[src/rtl/ldpc_dec_sequencer_if.sv]
// Handshake and status bundle between the LDPC run sequencer and its
// configuration registers / encoder-decoder datapath.
interface ldpc_dec_sequencer_if #(
  parameter int unsigned SUM_LEN = 32,
  parameter int unsigned TMO_W   = 16
);
  logic               cfg_start;
  logic               cfg_abort;
  logic               cfg_err_intro;
  logic [SUM_LEN-1:0] cfg_loop_max;
  logic [TMO_W-1:0]   cfg_timeout;
  logic               irq_clr;
  logic               enc_start;
  logic               enc_valid;
  logic               err_load;
  logic               dec_start;
  logic               dec_iter_done;
  logic               dec_syn_ok;
  logic               busy;
  logic               done;
  logic               pass;
  logic               timeout_err;
  logic [SUM_LEN-1:0] iter_count;
  logic               irq;

  modport master (
    input  cfg_start, cfg_abort, cfg_err_intro, cfg_loop_max, cfg_timeout, irq_clr,
    input  enc_valid, dec_iter_done, dec_syn_ok,
    output enc_start, err_load, dec_start, busy, done, pass, timeout_err, iter_count, irq
  );

  modport slave (
    output cfg_start, cfg_abort, cfg_err_intro, cfg_loop_max, cfg_timeout, irq_clr,
    output enc_valid, dec_iter_done, dec_syn_ok,
    input  enc_start, err_load, dec_start, busy, done, pass, timeout_err, iter_count, irq
  );
endinterface

[src/rtl/ldpc_dec_sequencer.sv]
// Run-level controller: encoder launch, optional error load, bounded decoder
// iterations with a per-handshake watchdog; reports pass/fail and a sticky irq.
module ldpc_dec_sequencer #(
  parameter int unsigned SUM_LEN = 32,
  parameter int unsigned TMO_W   = 16
) (
  input  logic                 wb_clk_i,
  input  logic                 wb_rst_i,
  ldpc_dec_sequencer_if.master bus
);

  typedef enum logic [2:0] {
    IDLE,
    ENC,
    ERR,
    DEC_LAUNCH,
    DEC_WAIT,
    DONE
  } state_t;

  state_t             state;
  state_t             state_nxt;
  logic               err_intro_q;
  logic [SUM_LEN-1:0] loop_max_q;
  logic [TMO_W-1:0]   tmo_q;
  logic [TMO_W-1:0]   wd_cnt;
  logic [TMO_W:0]     wd_inc;
  logic               wd_trip;
  logic               abort;
  logic               start_run;
  logic               set_pass;
  logic               set_tmo;

  assign abort   = bus.cfg_abort && (state != IDLE);
  assign wd_inc  = {1'b0, wd_cnt} + {{TMO_W{1'b0}}, 1'b1};
  // Trips in the wait cycle that brings the count up to the limit
  assign wd_trip = (tmo_q != '0) && (wd_inc >= {1'b0, tmo_q});

  always_comb begin
    state_nxt = state;
    start_run = 1'b0;
    set_pass  = 1'b0;
    set_tmo   = 1'b0;
    case (state)
      IDLE: begin
        if (bus.cfg_start) begin
          state_nxt = ENC;
          start_run = 1'b1;
        end
      end
      ENC: begin
        if (bus.enc_valid) begin
          state_nxt = err_intro_q ? ERR : DEC_LAUNCH;
        end else if (wd_trip) begin
          state_nxt = DONE;
          set_tmo   = 1'b1;
        end
      end
      ERR:        state_nxt = DEC_LAUNCH;
      DEC_LAUNCH: state_nxt = DEC_WAIT;
      DEC_WAIT: begin
        if (bus.dec_iter_done) begin
          if (bus.dec_syn_ok) begin
            state_nxt = DONE;
            set_pass  = 1'b1;
          end else if (bus.iter_count >= loop_max_q) begin
            state_nxt = DONE;
          end else begin
            state_nxt = DEC_LAUNCH;
          end
        end else if (wd_trip) begin
          state_nxt = DONE;
          set_tmo   = 1'b1;
        end
      end
      DONE:    state_nxt = IDLE;
      default: state_nxt = IDLE;
    endcase
    if (abort) begin
      state_nxt = IDLE;
      set_pass  = 1'b0;
      set_tmo   = 1'b0;
    end
  end

  // Strobes are registered from the next state so they line up with the state
  always_ff @(posedge wb_clk_i or posedge wb_rst_i) begin
    if (wb_rst_i) begin
      state           <= IDLE;
      err_intro_q     <= 1'b0;
      loop_max_q      <= '0;
      tmo_q           <= '0;
      wd_cnt          <= '0;
      bus.enc_start   <= 1'b0;
      bus.err_load    <= 1'b0;
      bus.dec_start   <= 1'b0;
      bus.busy        <= 1'b0;
      bus.done        <= 1'b0;
      bus.pass        <= 1'b0;
      bus.timeout_err <= 1'b0;
      bus.iter_count  <= '0;
      bus.irq         <= 1'b0;
    end else begin
      state         <= state_nxt;
      bus.enc_start <= (state == IDLE) && (state_nxt == ENC);
      bus.err_load  <= (state_nxt == ERR);
      bus.dec_start <= (state_nxt == DEC_LAUNCH);
      bus.done      <= (state_nxt == DONE);
      bus.busy      <= (state_nxt != IDLE);

      if (start_run) begin
        err_intro_q     <= bus.cfg_err_intro;
        loop_max_q      <= (bus.cfg_loop_max == '0) ? SUM_LEN'(1) : bus.cfg_loop_max;
        tmo_q           <= bus.cfg_timeout;
        bus.pass        <= 1'b0;
        bus.timeout_err <= 1'b0;
        bus.iter_count  <= '0;
      end else begin
        if (set_pass) bus.pass <= 1'b1;
        if (set_tmo)  bus.timeout_err <= 1'b1;
        if ((state_nxt == DEC_LAUNCH) && (bus.iter_count != '1)) begin
          bus.iter_count <= bus.iter_count + SUM_LEN'(1);
        end
      end

      if (state_nxt != state) begin
        wd_cnt <= '0;
      end else if ((state == ENC) || (state == DEC_WAIT)) begin
        wd_cnt <= wd_cnt + TMO_W'(1);
      end

      if ((state == DONE) && !abort) begin
        bus.irq <= 1'b1;
      end else if (bus.irq_clr) begin
        bus.irq <= 1'b0;
      end
    end
  end

endmodule

[src/flat_wrapper.sv]
// flat-port wrapper written by rule: the top's interface ports become plain ports
module ldpc_dec_sequencer_flat 
#(
  parameter int unsigned SUM_LEN = 32,
  parameter int unsigned TMO_W   = 16
)
  (wb_clk_i, wb_rst_i, bus_cfg_start, bus_cfg_abort, bus_cfg_err_intro, bus_cfg_loop_max, bus_cfg_timeout, bus_irq_clr, bus_enc_valid, bus_dec_iter_done, bus_dec_syn_ok, bus_enc_start, bus_err_load, bus_dec_start, bus_busy, bus_done, bus_pass, bus_timeout_err, bus_iter_count, bus_irq);
  ldpc_dec_sequencer_if #(.SUM_LEN(SUM_LEN), .TMO_W(TMO_W)) bus_i ();
  input  logic wb_clk_i;
  input  logic wb_rst_i;
  input wire logic [$bits(bus_i.cfg_start)-1:0] bus_cfg_start;
  input wire logic [$bits(bus_i.cfg_abort)-1:0] bus_cfg_abort;
  input wire logic [$bits(bus_i.cfg_err_intro)-1:0] bus_cfg_err_intro;
  input wire logic [$bits(bus_i.cfg_loop_max)-1:0] bus_cfg_loop_max;
  input wire logic [$bits(bus_i.cfg_timeout)-1:0] bus_cfg_timeout;
  input wire logic [$bits(bus_i.irq_clr)-1:0] bus_irq_clr;
  input wire logic [$bits(bus_i.enc_valid)-1:0] bus_enc_valid;
  input wire logic [$bits(bus_i.dec_iter_done)-1:0] bus_dec_iter_done;
  input wire logic [$bits(bus_i.dec_syn_ok)-1:0] bus_dec_syn_ok;
  output wire logic [$bits(bus_i.enc_start)-1:0] bus_enc_start;
  output wire logic [$bits(bus_i.err_load)-1:0] bus_err_load;
  output wire logic [$bits(bus_i.dec_start)-1:0] bus_dec_start;
  output wire logic [$bits(bus_i.busy)-1:0] bus_busy;
  output wire logic [$bits(bus_i.done)-1:0] bus_done;
  output wire logic [$bits(bus_i.pass)-1:0] bus_pass;
  output wire logic [$bits(bus_i.timeout_err)-1:0] bus_timeout_err;
  output wire logic [$bits(bus_i.iter_count)-1:0] bus_iter_count;
  output wire logic [$bits(bus_i.irq)-1:0] bus_irq;
  assign bus_i.cfg_start = bus_cfg_start;
  assign bus_i.cfg_abort = bus_cfg_abort;
  assign bus_i.cfg_err_intro = bus_cfg_err_intro;
  assign bus_i.cfg_loop_max = bus_cfg_loop_max;
  assign bus_i.cfg_timeout = bus_cfg_timeout;
  assign bus_i.irq_clr = bus_irq_clr;
  assign bus_i.enc_valid = bus_enc_valid;
  assign bus_i.dec_iter_done = bus_dec_iter_done;
  assign bus_i.dec_syn_ok = bus_dec_syn_ok;
  assign bus_enc_start = bus_i.enc_start;
  assign bus_err_load = bus_i.err_load;
  assign bus_dec_start = bus_i.dec_start;
  assign bus_busy = bus_i.busy;
  assign bus_done = bus_i.done;
  assign bus_pass = bus_i.pass;
  assign bus_timeout_err = bus_i.timeout_err;
  assign bus_iter_count = bus_i.iter_count;
  assign bus_irq = bus_i.irq;
  ldpc_dec_sequencer #(.SUM_LEN(SUM_LEN), .TMO_W(TMO_W)) u_core (.wb_clk_i(wb_clk_i), .wb_rst_i(wb_rst_i), .bus(bus_i));
endmodule
[config.mk]
export PLATFORM = sky130hd
export DESIGN_NAME = ldpc_dec_sequencer_flat
export DESIGN_NICKNAME = d
export VERILOG_FILES = /design/src/rtl/ldpc_dec_sequencer_if.sv /design/src/rtl/ldpc_dec_sequencer.sv /design/src/flat_wrapper.sv
export SDC_FILE = /design/constraint.sdc
export NUM_CORES = 1
export LEC_CHECK = 0
export ABC_AREA = 0
export BUFFER_PORTS_ARGS = -buffer_cell sky130_fd_sc_hd__clkbuf_2
export CAP_MARGIN = 20
export CELL_PAD_IN_SITES_DETAIL_PLACEMENT = 2
export CELL_PAD_IN_SITES_GLOBAL_PLACEMENT = 2
export CORE_MARGIN = 5
export CORE_UTILIZATION = 36
export CTS_BUF_LIST = sky130_fd_sc_hd__clkbuf_4
export DETAILED_ROUTE_END_ITERATION = 12
export GPL_ROUTABILITY_DRIVEN = 0
export PLACE_DENSITY_LB_ADDON = 0.1
export SLEW_MARGIN = 20
export SYNTH_ARGS = -nofsm -noshare
export SYNTH_HDL_FRONTEND = slang
export SYNTH_SLANG_ARGS = --single-unit
[constraint.sdc]
create_clock -name wb_clk_i -period 5.51 [get_ports wb_clk_i]
set_clock_uncertainty 0.2 [all_clocks]
set_input_delay 1.102 -clock wb_clk_i [delete_from_list [all_inputs] [get_ports wb_clk_i]]
set_output_delay 1.102 -clock wb_clk_i [all_outputs]
set_load 0.01 [all_outputs]
### After elaboration in Yosys (flattened, before gate mapping)

Index checks and enable logic that the tools add are counted.
W data, S select, Z words.

* flip-flop bits (word level): 108
* bits of input ports: 57
* output and inout bits: 40
* logic and storage cells: 78

* add/sub/neg operators: 3
* $lt $le $gt $ge: 2
* equal/unequal tests: 11
* muxes and demuxes: 31
* reduce and logical (&&, ||, !) cells: 17

Operator list (number)
* $mux W32: 3
* $add A32 B1 Y32 const B: 1
* $ge A32 B32 Y1: 1
* $logic_not A32 Y1: 1
* $mux W16: 2
* $ne A32 B32 Y1 const B: 1
* $mux W3: 7
* $add A16 B1 Y17 const B: 1
* $ge A17 B16 Y1: 1
* $mux W1: 17
* $add A16 B1 Y16 const B: 1
* $reduce_bool A16 Y1: 1
* $pmux W3 S5: 1
* $eq A3 B2 Y1 const B: 4
* $reduce_bool A2 Y1: 5
* $eq A3 B3 Y1 const B: 3
* $eq A3 B1 Y1 const B: 2
* $reduce_bool A3 Y1: 2
* $logic_and A1 B1 Y1: 5
* $logic_not A3 Y1: 1
* $ne A3 B3 Y1: 1
* $pmux W1 S2: 1
* $logic_not A1 Y1: 1
* $logic_or A1 B1 Y1: 1

### Logic depth before layout (Yosys ltp)

* depth in word-level cells: 11
* depth in mapped cells: 16
* mapped depth without buffers: 15

### Worst setup path after synthesis

Ideal clock, no wire load.

* path kind: reg2reg
* start point: register u_core.wd_cnt[0]
* end point: register u_core.wd_cnt[0]
* setup time: 138 ps
* data arrival time: 3716 ps
* required time: 5172 ps
* path slack: 1456 ps
* stages on the path, launching flop included: 15
* path buffers: 1
* clock period less this slack: 4054 ps
* path through: dfrtp_1 > ha_1 > nand3_1 > nor4_1 > nand3_1 > nor2_1 > xor2_1 > ha_1 > nand3_1 > or4_1 > o211ai_2 > o21ai_2 > a21oi_1 > clkbuf_1 > nor4_1

* cells in the longest elaborated chain, start to end: 9
* elaborated cells on any way between the ends: 13
* those cells by class: 2 x add/sub; 1 x order compare; 1 x eq/ne; 7 x mux; 2 x reduce/logical

Ends and longest elaborated chain
* from (decl): RTL line ldpc_dec_sequencer.sv:26 `logic [TMO_W-1:0] wd_cnt;`
* from (signal assigned): RTL line ldpc_dec_sequencer.sv:129 `wd_cnt <= wd_cnt + TMO_W'(1);`
* $add A16 B1 Y17: RTL line ldpc_dec_sequencer.sv:35 `assign wd_inc = {1'b0, wd_cnt} + {{TMO_W{1'b0}}, 1'b1};`
* $ge A17 B16 Y1: RTL line ldpc_dec_sequencer.sv:37 `assign wd_trip = (tmo_q != '0) && (wd_inc >= {1'b0, tmo_q});`
* $logic_and A1 B1 Y1: RTL line ldpc_dec_sequencer.sv:37
* $mux W3: RTL line ldpc_dec_sequencer.sv:54, ldpc_dec_sequencer.sv:71
* $mux W3, on equally long branches: RTL line ldpc_dec_sequencer.sv:62, ldpc_dec_sequencer.sv:52
* $pmux W3 S5: RTL line ldpc_dec_sequencer.sv:44 `case (state)`
* $mux W3: RTL line ldpc_dec_sequencer.sv:79 `if (abort) begin`
* $ne A3 B3 Y1: RTL line ldpc_dec_sequencer.sv:126 `if (state_nxt != state) begin`
* $mux W16 or $reduce_bool A2 Y1 (tied branches)

Parallel ways exist; a longest one is shown, timed or not. The select of a mux whose other input is x is not followed.
A chain may end at the register's enable or synchronous reset.

### Final worst setup path

* start point: register u_core.wd_cnt[0]
* end point: register u_core.wd_cnt[2]

Same word-level chain as after synthesis.

==> impl_results.md <==
- Met2 GRT Util: 0.3313
- Mapped Area: roughly 0.0067 mm^2
- Status: finished, final reports clean
- Register clock-pin slew on the reported worst setup and hold paths: 170 ps
- List of most frequent post-synthesis cells: dfrtp_1, nand2_1, o21ai_0
- Total GRT Usage: 0.2065
- # rows: about 50
- Crit start category: register
- Slew @ Worst Pin: 1083 ps
- EDFF count, synth: 0
- Post-CTS Setup Repair Bufs: 0
- Crit path kind: register to register
- # fillers: a little over 2k
- Wire length per cell: 20.61 um
- TritonCTS clock tree: done
- Worst Slack Setup Final: approximately 700 ps
- Most frequent cell after synthesis: dfrtp_1
- Register area share after synthesis: 0.4037
- Syn Inst Count: about 760
- GR met3 Demand/Resource: 0.02789
- Final nets: ~940
- Routed Antenna Nets: 0
- P&R area growth vs syn: 12.26%
- Mux cell area share after synthesis: 0.004485
- Max Fclk: 208.4 MHz
- Ys async rst share: 1.000
- Syn avg cell area: a little under 9 um^2
- Number of global-route vias before repair: between 6k and 7k
- Total chip power: ~2.9 mW
- Area of the die: approximately 0.021 mm^2
- Ys Warns: 0
- Largest cells by area after synthesis: dfrtp_1, ha_1, nand2_1
- HP Class: register to register
- Cell taking the most area after synthesis: dfrtp_1
- First DRT Iteration DRCs: 241
- Antenna violations before repair: 1
- Combinational family with the most area after synthesis: simple AND/OR/NAND/NOR gates
- Top Usage Layer GRT: met2
- Library cells used by synthesis: 63
- Final period util: 0.8707
- Post-DP HPWL: ~17000 um
- Synthesis-stage register bit count: ~110
- Synth top area share: 0.4037
- Setup TNS: 0 ps
- Place WS: 810.4 ps
- Drt total wl: roughly 22000 um
- Buffers on Ports: 96
- CTS root buf: clkbuf_4
- Global-route wire length before repair: approximately 36000 um
- Required time of the critical path: 5690 ps
- Setup-failing EPs final: 0
- Worst IR Drop VDD: ~0.23 mV
- Clock sinks: about 110
- WHS: approximately 320 ps
- Core area: roughly 0.018 mm^2
- Die width: approximately 150 um
- Max Cap Viol: 0
- H-tree levels: 3
- Drc violations: 0
- DR vias: 6110
- Initial Util: 0.3689
- Layout cells sized above 1: 0.1677
- Critical path data arrival time: a little under 5000 ps
- Synth Area in Adders: 0.09344
- Gr ovfl total: 0
- Max Slew Vio Count: 0
- RSZ-0062 raised after global routing: false
- I/O pin count: a little under 100
- Post_cts resized: 0
- Pwr dens: 383.0 mW/mm^2
- Total CTS buffers: 9
- Router iterations before antenna repair: 4
- Synthesized-area fraction occupied by ao, oa, aoi and oai cells: 0.1815
- Mapped Nets: 862
- XOR/XNOR Fraction of Synth Area: 0.03663
- Vias per cell: roughly 5.7
- Main synth FF type: dfrtp_1
- Relative slew slack: 0.2781
- Leakage power: around 3.5 nW
- Worst-Skew Late Latency: ~500 ps
- Grt met1 use: 0.2958
- Hold_buf cts: 0
- Die Y: roughly 150 um
- Post-Synth Simple-Gate Area: 0.2187
- Maximum fanout along the worst path: 14
- Worst setup EP type: register
- Min Tclk post-route: ~4800 ps
- Clock Tree Buf Depth: 2
- Largest net degree at the start of global routing: approximately 100
- Fin. Hold Viols: 0
cells in the final DEF (no fill, tap or decap), drive strengths merged, types with 2 or more instances in the layout:
| cell type | n |
|---|---|
| a211o | 2 |
| a41oi | 2 |
| nor2b | 5 |
| xnor2 | 14 |
| o211ai | 5 |
| o311ai | 4 |
| clkbuf | 105 |
| nand2 | 100 |
| nand2b | 4 |
| and3 | 10 |
| a2111oi | 2 |
| o31ai | 24 |
| buf | 7 |
| and4 | 6 |
| or2 | 5 |
| ha | 50 |
| mux2i | 3 |
| inv | 59 |
| nor4b | 4 |
| a21o | 7 |
| clkinv | 4 |
| o2111ai | 2 |
| nand4 | 23 |
| a211oi | 5 |
| a31oi | 3 |
| nor4 | 26 |
| o21ai | 69 |
| a21boi | 2 |
| or4 | 23 |
| a221oi | 2 |
| nand3 | 19 |
| nor2 | 37 |
| a21oi | 48 |
| o21a | 3 |
| a32o | 2 |
| xor2 | 14 |
| o22a | 2 |
| bufinv | 2 |
| dfrtp | 108 |
| nor3 | 13 |
worst max-delay path, cell delays in order (launching register included):
cell      delay (ps)
dfrtp_1          450
ha_1             240
nand3_1          230
nor4_1           690
nand3_1          220
nor2_1           160
xor2_1           170
ha_1             260
a21oi_1          170
nor2b_1           70
a311oi_1         310
o211ai_2         240
a221oi_2         840
nor2_1           160
nor4b_1          290
state kept, by name, indices dropped and copies added, names as in the netlist:
name / cells
u_core.bus.dec_start: 1
u_core.bus.iter_count: 32
u_core.bus.timeout_err: 1
u_core.err_intro_q: 1
u_core.bus.err_load: 1
u_core.bus.pass: 1
u_core.bus.done: 1
u_core.bus.enc_start: 1
u_core.tmo_q: 16
u_core.state: 3
u_core.loop_max_q: 32
u_core.bus.busy: 1
u_core.wd_cnt: 16
u_core.bus.irq: 1
layer usage:
metal	vias to the layer above	share of wire
met2	96	0.46
met3	14	0.028
met4	0	0.011
li1	2883	-
met1	3117	0.50
met5	-	0
final cells by class:
| class | count | area (um^2) | area share |
|---|---|---|---|
| tap | 229 | 286.5 | 0.03812 |
| antenna | 1 | 2.502 | 0.0003329 |
| clock buffer | 9 | 67.56 | 0.008990 |
| sequential | 108 | 2703 | 0.3596 |
| inverter | 59 | 227.7 | 0.03030 |
| clock inverter | 7 | 88.84 | 0.01182 |
| multi-input combinational | 549 | 3595 | 0.4783 |
| timing repair buffer | 103 | 545.5 | 0.07258 |
where the power goes:
part           leakage [nW]  internal (mW)  switching (mW)
registers              1.42          0.998           0.124
clock network        0.0814          0.182           0.286
logic                  2.01          0.381           0.908
cells by family after synthesis:
kind of cell             after synthesis
adder cells (fa/ha/maj)               50
XOR/XNOR                              28
AO/OA/AOI/OAI                        190
multiplexers                           3
buffers and inverters                 98
AND/OR/NAND/NOR                      278
flip-flops                           108
final timing paths:
check	from	endpoint	slack, ps	cells after the start
worst max-delay path	u_core.wd_cnt[0]$_DFFE_PP0P_	u_core.wd_cnt[2]$_DFFE_PP0P_	710	14
worst min-delay path	u_core.loop_max_q[0]$_DFFE_PP0P_	u_core.loop_max_q[0]$_DFFE_PP0P_	320	2
worst max register to register	u_core.wd_cnt[0]$_DFFE_PP0P_	u_core.wd_cnt[2]$_DFFE_PP0P_	710	14
worst min register to register	u_core.loop_max_q[0]$_DFFE_PP0P_	u_core.loop_max_q[0]$_DFFE_PP0P_	320	2
max in group asynchronous	wb_rst_i	u_core.bus.iter_count[5]$_DFFE_PP0P_	3610	3
min in group asynchronous	wb_rst_i	u_core.loop_max_q[27]$_DFFE_PP0P_	480	2
stage by stage:
stage | util | std cells | cell area, um^2
global placement | 0.4049 | 1048 | 7347
floorplan | - | 755 | 6695
CTS | 0.4139 | 1064 | 7511
global route | 0.4142 | 1065 | 7516
detailed placement | 0.4053 | 1048 | 7355
finish | 0.4142 | 1065 | 7516
No activity file was read; power rests on OpenSTA's default activity.
